<file path="src/rtl/qspi_pkg.sv">
// Shared types and constants for the QSPI transfer arbiter.
// Holds FSM state codes, owner enum, payload widths and XIP opcode.
package qspi_pkg;

    localparam int CMD_W  = 8;
    localparam int ADDR_W = 32;
    localparam int LEN_W  = 8;
    localparam int TO_W   = 16;
    localparam int GAP_W  = 4;

    localparam logic [CMD_W-1:0] XIP_CMD_DEF = 8'hEB;

    localparam logic [2:0] ST_IDLE     = 3'd0;
    localparam logic [2:0] ST_LAUNCH   = 3'd1;
    localparam logic [2:0] ST_WAIT_ACK = 3'd2;
    localparam logic [2:0] ST_ACTIVE   = 3'd3;
    localparam logic [2:0] ST_GAP      = 3'd4;

    typedef enum logic {
        OWN_XIP = 1'b0,
        OWN_IND = 1'b1
    } owner_e;

endpackage

</file>
<file path="src/rtl/qspi_rr_arb.sv">
// Two-way round-robin arbiter between XIP (bit 0) and indirect (bit 1).
// Ports: clk_i/rst_i, req_i[1:0], advance_i (commit winner), gnt_onehot_o[1:0].
module qspi_rr_arb
    import qspi_pkg::*;
(
    input  logic       clk_i,
    input  logic       rst_i,
    input  logic [1:0] req_i,
    input  logic       advance_i,
    output logic [1:0] gnt_onehot_o
);

    owner_e last_q;
    owner_e last_d;

    always_comb begin
        gnt_onehot_o = 2'b00;
        case (req_i)
            2'b01:   gnt_onehot_o = 2'b01;
            2'b10:   gnt_onehot_o = 2'b10;
            // On a tie the side not served last wins.
            2'b11:   gnt_onehot_o = (last_q == OWN_IND) ? 2'b01 : 2'b10;
            default: gnt_onehot_o = 2'b00;
        endcase
    end

    always_comb begin
        last_d = last_q;
        if (advance_i && gnt_onehot_o[0]) begin
            last_d = OWN_XIP;
        end else if (advance_i && gnt_onehot_o[1]) begin
            last_d = OWN_IND;
        end
    end

    always_ff @(posedge clk_i) begin
        if (rst_i) begin
            last_q <= OWN_IND;
        end else begin
            last_q <= last_d;
        end
    end

endmodule

</file>
<file path="src/rtl/qspi_xfer_arbiter.sv">
// Arbitrates XIP reads and indirect commands onto one QSPI sequencer.
// Ports: xip_*/ind_* request sides with gnt/done pulses, seq_* controller
// side (start/abort out, busy/done in), cs_gap/to_lim config, xfer_err.
module qspi_xfer_arbiter
    import qspi_pkg::*;
#(
    parameter logic [CMD_W-1:0] XIP_CMD = XIP_CMD_DEF
) (
    input  logic              h_clk,
    input  logic              h_rst,
    input  logic              xip_req,
    input  logic [ADDR_W-1:0] xip_addr,
    input  logic [LEN_W-1:0]  xip_len,
    input  logic              ind_req,
    input  logic [CMD_W-1:0]  ind_cmd,
    input  logic [ADDR_W-1:0] ind_addr,
    input  logic [LEN_W-1:0]  ind_len,
    output logic              xip_gnt,
    output logic              ind_gnt,
    output logic              xip_done,
    output logic              ind_done,
    output logic              xfer_err,
    output logic              seq_start,
    output logic [CMD_W-1:0]  seq_cmd,
    output logic [ADDR_W-1:0] seq_addr,
    output logic [LEN_W-1:0]  seq_len,
    input  logic              seq_busy,
    input  logic              seq_done,
    output logic              seq_abort,
    input  logic [GAP_W-1:0]  cs_gap,
    input  logic [TO_W-1:0]   to_lim
);

    logic [2:0]        state_q, state_d;
    owner_e            owner_q, owner_d;
    logic              xip_gnt_q, xip_gnt_d;
    logic              ind_gnt_q, ind_gnt_d;
    logic [CMD_W-1:0]  cmd_q, cmd_d;
    logic [ADDR_W-1:0] addr_q, addr_d;
    logic [LEN_W-1:0]  len_q, len_d;
    logic [TO_W-1:0]   cnt_q, cnt_d;
    logic [TO_W-1:0]   lim_q, lim_d;
    logic [GAP_W-1:0]  gap_q, gap_d;

    logic [1:0] rr_req;
    logic [1:0] rr_gnt;
    logic       gnt_pend;
    logic       advance;
    logic       in_xfer;
    logic       done_hit;
    logic       tmo_hit;

    assign rr_req   = {ind_req, xip_req};
    assign gnt_pend = xip_gnt_q | ind_gnt_q;
    // Pick a winner only on a fresh IDLE cycle, not while the grant is out.
    assign advance  = (state_q == ST_IDLE) && !gnt_pend && (|rr_req);

    qspi_rr_arb u_rr (
        .clk_i        (h_clk),
        .rst_i        (h_rst),
        .req_i        (rr_req),
        .advance_i    (advance),
        .gnt_onehot_o (rr_gnt)
    );

    assign in_xfer  = (state_q == ST_WAIT_ACK) || (state_q == ST_ACTIVE);
    assign done_hit = in_xfer && seq_done;
    // Count is one behind the cycles spent waiting; done beats timeout.
    assign tmo_hit  = in_xfer && !seq_done && (lim_q != '0)
                      && ((cnt_q + TO_W'(1)) == lim_q);

    always_comb begin
        state_d   = state_q;
        owner_d   = owner_q;
        xip_gnt_d = 1'b0;
        ind_gnt_d = 1'b0;
        cmd_d     = cmd_q;
        addr_d    = addr_q;
        len_d     = len_q;
        cnt_d     = cnt_q;
        lim_d     = lim_q;
        gap_d     = gap_q;
        unique case (state_q)
            ST_IDLE: begin
                if (gnt_pend) begin
                    state_d = ST_LAUNCH;
                end else if (advance && rr_gnt[0]) begin
                    owner_d   = OWN_XIP;
                    xip_gnt_d = 1'b1;
                    cmd_d     = XIP_CMD;
                    addr_d    = xip_addr;
                    len_d     = xip_len;
                end else if (advance && rr_gnt[1]) begin
                    owner_d   = OWN_IND;
                    ind_gnt_d = 1'b1;
                    cmd_d     = ind_cmd;
                    addr_d    = ind_addr;
                    len_d     = ind_len;
                end
            end
            ST_LAUNCH: begin
                cnt_d   = '0;
                lim_d   = to_lim;
                state_d = ST_WAIT_ACK;
            end
            ST_WAIT_ACK, ST_ACTIVE: begin
                cnt_d = cnt_q + TO_W'(1);
                if (done_hit || tmo_hit) begin
                    gap_d   = cs_gap;
                    state_d = (cs_gap == '0) ? ST_IDLE : ST_GAP;
                end else if (state_q == ST_WAIT_ACK && seq_busy) begin
                    state_d = ST_ACTIVE;
                end
            end
            ST_GAP: begin
                if (gap_q <= GAP_W'(1)) begin
                    state_d = ST_IDLE;
                end else begin
                    gap_d = gap_q - GAP_W'(1);
                end
            end
            default: begin
                state_d = ST_IDLE;
            end
        endcase
    end

    always_ff @(posedge h_clk) begin
        if (h_rst) begin
            state_q   <= ST_IDLE;
            owner_q   <= OWN_XIP;
            xip_gnt_q <= 1'b0;
            ind_gnt_q <= 1'b0;
            cmd_q     <= '0;
            addr_q    <= '0;
            len_q     <= '0;
            cnt_q     <= '0;
            lim_q     <= '0;
            gap_q     <= '0;
        end else begin
            state_q   <= state_d;
            owner_q   <= owner_d;
            xip_gnt_q <= xip_gnt_d;
            ind_gnt_q <= ind_gnt_d;
            cmd_q     <= cmd_d;
            addr_q    <= addr_d;
            len_q     <= len_d;
            cnt_q     <= cnt_d;
            lim_q     <= lim_d;
            gap_q     <= gap_d;
        end
    end

    assign xip_gnt   = xip_gnt_q;
    assign ind_gnt   = ind_gnt_q;
    assign seq_start = (state_q == ST_LAUNCH);
    assign seq_cmd   = cmd_q;
    assign seq_addr  = addr_q;
    assign seq_len   = len_q;
    assign xip_done  = done_hit && (owner_q == OWN_XIP);
    assign ind_done  = done_hit && (owner_q == OWN_IND);
    assign xfer_err  = tmo_hit;
    assign seq_abort = tmo_hit;

endmodule

</file>
<file path="config.mk">
export PLATFORM = sky130hd
export DESIGN_NAME = qspi_xfer_arbiter
export DESIGN_NICKNAME = d
export VERILOG_FILES = /design/src/rtl/qspi_pkg.sv /design/src/rtl/qspi_rr_arb.sv /design/src/rtl/qspi_xfer_arbiter.sv
export SDC_FILE = /design/constraint.sdc
export NUM_CORES = 1
export LEC_CHECK = 0
export ABC_CLOCK_PERIOD_IN_PS = 4500
export CAP_MARGIN = 25
export CORE_AREA = 2 2 101 103
export DETAILED_ROUTE_END_ITERATION = 6
export DIE_AREA = 0 0 103 105
export PLACE_DENSITY = 0.86
export SLEW_MARGIN = 20
export SYNTH_ARGS = -nofsm -noshare
export SYNTH_HDL_FRONTEND = slang
export SYNTH_SLANG_ARGS = --single-unit
</file>
<file path="constraint.sdc">
create_clock -name h_clk -period 4.5 [get_ports h_clk]
set_input_delay 0.9 -clock h_clk [delete_from_list [all_inputs] [get_ports h_clk]]
set_output_delay 0.9 -clock h_clk [all_outputs]
set_load 0.02 [all_outputs]
</file>
---- Yosys cells after proc, flatten, opt, wreduce, memory -nomap -nowiden ----
Cells that the tools add are included.
storage, ports and cells
  register bits ........................... 91
operators by class
  order comparisons ....................... 1
  equal/unequal tests ..................... 13
  mux-type cells .......................... 22
  reduce and logical (&&, ||, !) cells .... 28
  bitwise logic cells ..................... 4
  add/subtract/negate cells ............... 2
operators with widths
  operator                                                                           count
  32-bit two-way mux                                                                 2
  8-bit two-way mux                                                                  4
  16-bit case mux with 2 select lines                                                1
  16-bit by 1-bit adder with 16-bit output (second input constant)                   1
  16-bit equality test                                                               1
  16-bit nonzero test                                                                1
  3-bit two-way mux                                                                  5
  3-bit case mux with 4 select lines                                                 1
  1-bit logical AND                                                                  11
  3-bit AND reduction                                                                3
  4-bit two-way mux                                                                  2
  2-bit != test (second input constant)                                              4
  4-bit case mux with 2 select lines                                                 1
  3-bit by 2-bit equality test with 1-bit output (second input constant)             2
  2-bit case mux with 3 select lines                                                 1
  2-bit nonzero test                                                                 3
  2-bit equality test (second input constant)                                        2
  4-bit by 1-bit less-or-equal comparator with 1-bit output (second input constant)  1
  4-bit zero test                                                                    1
  1-bit two-way mux                                                                  4
  2-bit OR reduction                                                                 2
  4-bit OR reduction                                                                 1
  4-bit by 1-bit subtractor with 4-bit output (second input constant)                1
  3-bit by 1-bit equality test with 1-bit output (second input constant)             1
  10 further kinds                                                                   14

---- Longest topological paths before layout ----
  depth in word-level cells ............... 8
  mapped depth ............................ 9

---- By module ----
From an unflattened synthesis, not the netlist that was laid out.
second synthesis, totals
  cells, all modules ...................... 557
  area, all modules ....................... 4625.7 um^2
modules (own cells, without submodules)
  module             area an instance (um^2)  seq. area each (um^2)  times used  cells an instance
  qspi_xfer_arbiter  4564.4                   1801.7                 1           550
  qspi_rr_arb        61.3                     20.0                   1           7

---- Worst setup path before layout ----
OpenSTA, ideal clock, no wires.
  path kind ............................... reg-to-output
  start ................................... register cnt_q[1]
  end ..................................... output xfer_err
  data arrival time ....................... 2.159 ns
  slack ................................... 1.441 ns
  cell stages (with the launch flop) ...... 9
  data required time ...................... 3.600 ns
  cells stage by stage .................... dfxtp_1 ha_1 nand3_2 buf_2 nor4_2 xnor2_1 and3b_1 and4_1 buf_4
on the way
  cells in the longest elaborated chain, start to end .. 3
ends and longest elaborated chain
  item                                      RTL line                  source
  start: declaration                        qspi_xfer_arbiter.sv:41   logic [TO_W-1:0] cnt_q, cnt_d;
  start signal: assignment                  qspi_xfer_arbiter.sv:148  cnt_q <= cnt_d;
  16-bit by 1-bit adder with 16-bit output  qspi_xfer_arbiter.sv:70   && ((cnt_q + TO_W'(1)) == lim_q);
  16-bit equality test                      qspi_xfer_arbiter.sv:70
  1-bit logical AND                         qspi_xfer_arbiter.sv:70
  end: declaration                          qspi_xfer_arbiter.sv:22   output logic xfer_err,
Every way passes these cells.

---- Worst setup path in the final report ----
  start ................................... register cnt_q[0]
  end ..................................... output xfer_err
The elaborated chain is that of the path after synthesis.

==> qor.yml <==
start_kind: "flip-flop"
swShare_pct: 41.3
num_vias: 4814
rr_startpoint: "cnt_q[0]"
grt_use_total_pct: 26.9
worst_slack_ns: 0.268
clock-sinks: 91
pwr-share-clk_pct: 15.2
clk_pin_slew_ns: 0.09
synth.most_common_cell: "nand2_1"
cts_hold_buf: 0
core_area_mm2: 0.00964
synth_top_area_cell: "dfxtp_1"
final.min_clock_period_ns: 4.23
crit_chain: "ha_1 > nand3_2 > o21bai_1 > or3b_2 > a31o_2 > and4_1 > clkdlybuf4s50_1"
hold_path_class: "flip-flop to flip-flop"
cts_tree: "built"
powerDensity_mw_per_mm2: 516
dp.final_hpwl_um: 10500
firstDrtPassIters: 5
clockBufferDepth: 2
drv_slew: 0
status: "finished clean"
postRouteAntennaNets: 0
combinationalPowerShare_pct: 49.2
insertion_delay_ns: 0.37
ys_seq_area_share_pct: 39.8
ys_types: 57
p_sw_w: 0.00138
critical_path.top_delay_family: "simple AND/OR/NAND/NOR gates"
htree_levels: 3
drive_gt1_share_pct: 5.80
start_util_pct: 47.5
syn-num-nets: 713
maxSlewHeadroom_pct: 36.7
antenna_found_initial: 0
ios: 169
gp_congestion: 0.919
crit_type: "flip-flop to primary output"
wire_per_inst_um: 16.1
setup_viol: 0
nets: 853
min_from: "seq_cmd[2]"
fin_crit_sh_pct: 94.0
ys.flop_type: "dfxtp_1"
max_freq_ghz: 0.236
synth_top_area_share_pct: 39.8
worst_ep_required_time_ns: 3.60
area_delta_synth_final_pct: 41.4
die_h_um: 105
internal-power_w: 0.00196
routed_wl_um: 14100
synth_seq_cells: 91
drc: 0
cts_setup_buffers: 0
ys_top_cells_by_area: "dfxtp_1 40%, nand2_1 11%, a311oi_1 8.2%"
setup-tns-final_ns: 0
synth_edf_count: 0
numCtsBuffers: 9
hold_viol: 0
grt_max_degree: 63
die_x_um: 103
fillers: 825
syn_inst: 596
seq_power_share_pct: 35.6
grt_pass1_vias: 4853
ys_warn_count: 0
root_buffer: "clkbuf_8"
n_antenna_cell: 0
synth_area_mm2: 0.00458
skew_ns: 0.0109
worstMarginPinSlew_ns: 0.950
ctsResizeCount: 0
max_cap_violations: 0
synth-async-reset-ratio_pct: 0
critPathCaptureType: "primary output"
worstSetupStartpoint: "cnt_q[0]"
path_buf_inv: 1
crit_slowest_cell: "clkdlybuf4s50_1"
portBuffers: 168
cpPeakStageDelay_ns: 0.59
hold_ws_ns: 0.470
crit_fanout: 13
pre_cts_ws_ns: 0.603
grt_pass1_wl_um: 23100
p_leak_nw: 2.34
arrival_ns: 3.33
rsz0062_at_grt: "no"
dieArea_mm2: 0.0108
grt_overflow: 0
vias_per_cell: 5.51
ir_worst_vdd_mv: 0.362
syn_area_per_cell_um2: 7.69
first_iter_violations: 233
netlist_top_cells_count: "136 x nand2_1, 91 x dfxtp_1, 84 x nor2_1"
rows: 36
## sequential cells by signal, summed over array words and instances (netlist names)
signal       count
seq_len          8
ind_gnt          1
xip_gnt          1
state_q          3
gap_q            4
seq_cmd          8
cnt_q           16
lim_q           16
owner_q          1
u_rr.last_q      1
seq_addr        32
## kinds of logic after synthesis
| logic type | share of synthesized area, % |
|---|---|
| AOI/OAI and AO/OA | 19.9 |
| and+or+nand+nor | 31.0 |
| DFF | 39.8 |
| adders and majority gates | 0.819 |
| xor gates and xnor gates | 3.63 |
| buffers and inverters | 4.94 |
## power groups by stage
stage                     sequential (W)  clock (W)  combinational (W)
after global placement           0.00119          0            0.00160
after detailed placement         0.00120          0            0.00164
after floorplan                  0.00139          0           0.000760
after global routing             0.00122   0.000557            0.00181
after CTS                        0.00119   0.000517            0.00165
final                            0.00119   0.000509            0.00165
## metal layers
layer | global-route usage (%) | routed length, µm | vias up
li1 | - | - | 2387
met1 | 30.9 | 5610 | 2230
met2 | 44.7 | 6970 | 163
met3 | 10.8 | 1110 | 34
met4 | 9.21 | 419 | 0
met5 | 0 | 0 | -
## cell usage in the layout (no fill, tap or decap), drive strengths merged, types with 4 or more instances in the layout
master and instances:
a211oi 5, a21oi 37, a311oi 43, a31oi 4
buf 10, clkbuf 10, clkdlybuf4s50 167, clkinv 4
dfxtp 91, inv 4, nand2 136, nand3 11
nand4 8, nor2 84, nor3 28, nor4 10
o21ai 17, or3 4, xnor2 12, xor2 7
## tightest hold or removal path: cells and delay by family (launching register included)
kind               cells  cell delay (ns)
AOI/OAI and AO/OA      1             0.05
and+or+nand+nor        1             0.05
DFF                    1             0.32
## stage by stage
stage	power [W]	util (%)	cells	cell area [µm²]
floorplan	0.00215	-	596	4580
global route	0.00358	67.2	874	6480
global placement	0.00280	65.3	857	6290
detailed placement	0.00285	65.4	858	6300
CTS	0.00336	67.2	874	6480
finish	0.00334	67.2	874	6480
## area by class of cell
cell class / instances / area, µm² / share of cell area (%)
Sequential cell: 91 / 1820 / 28.1
Clock inverter: 6 / 41.3 / 0.637
Multi-Input combinational cell: 452 / 2540 / 39.2
Tap cell: 133 / 166 / 2.57
Timing Repair Buffer: 177 / 1750 / 27.1
Clock buffer: 10 / 138 / 2.12
Inverter: 5 / 18.8 / 0.290
## path summary, 6_finish.rpt
| kind | end | slack (ns) | depth (start not counted) |
|---|---|---|---|
| worst min-delay path | seq_cmd[2] | 0.47 | 2 |
| worst max-delay path | xfer_err | 0.27 | 7 |
| worst max register to register | state_q[0] | 1.65 | 8 |
| worst min register to register | seq_cmd[2] | 0.47 | 2 |
Power figures use the tool's default switching activity.
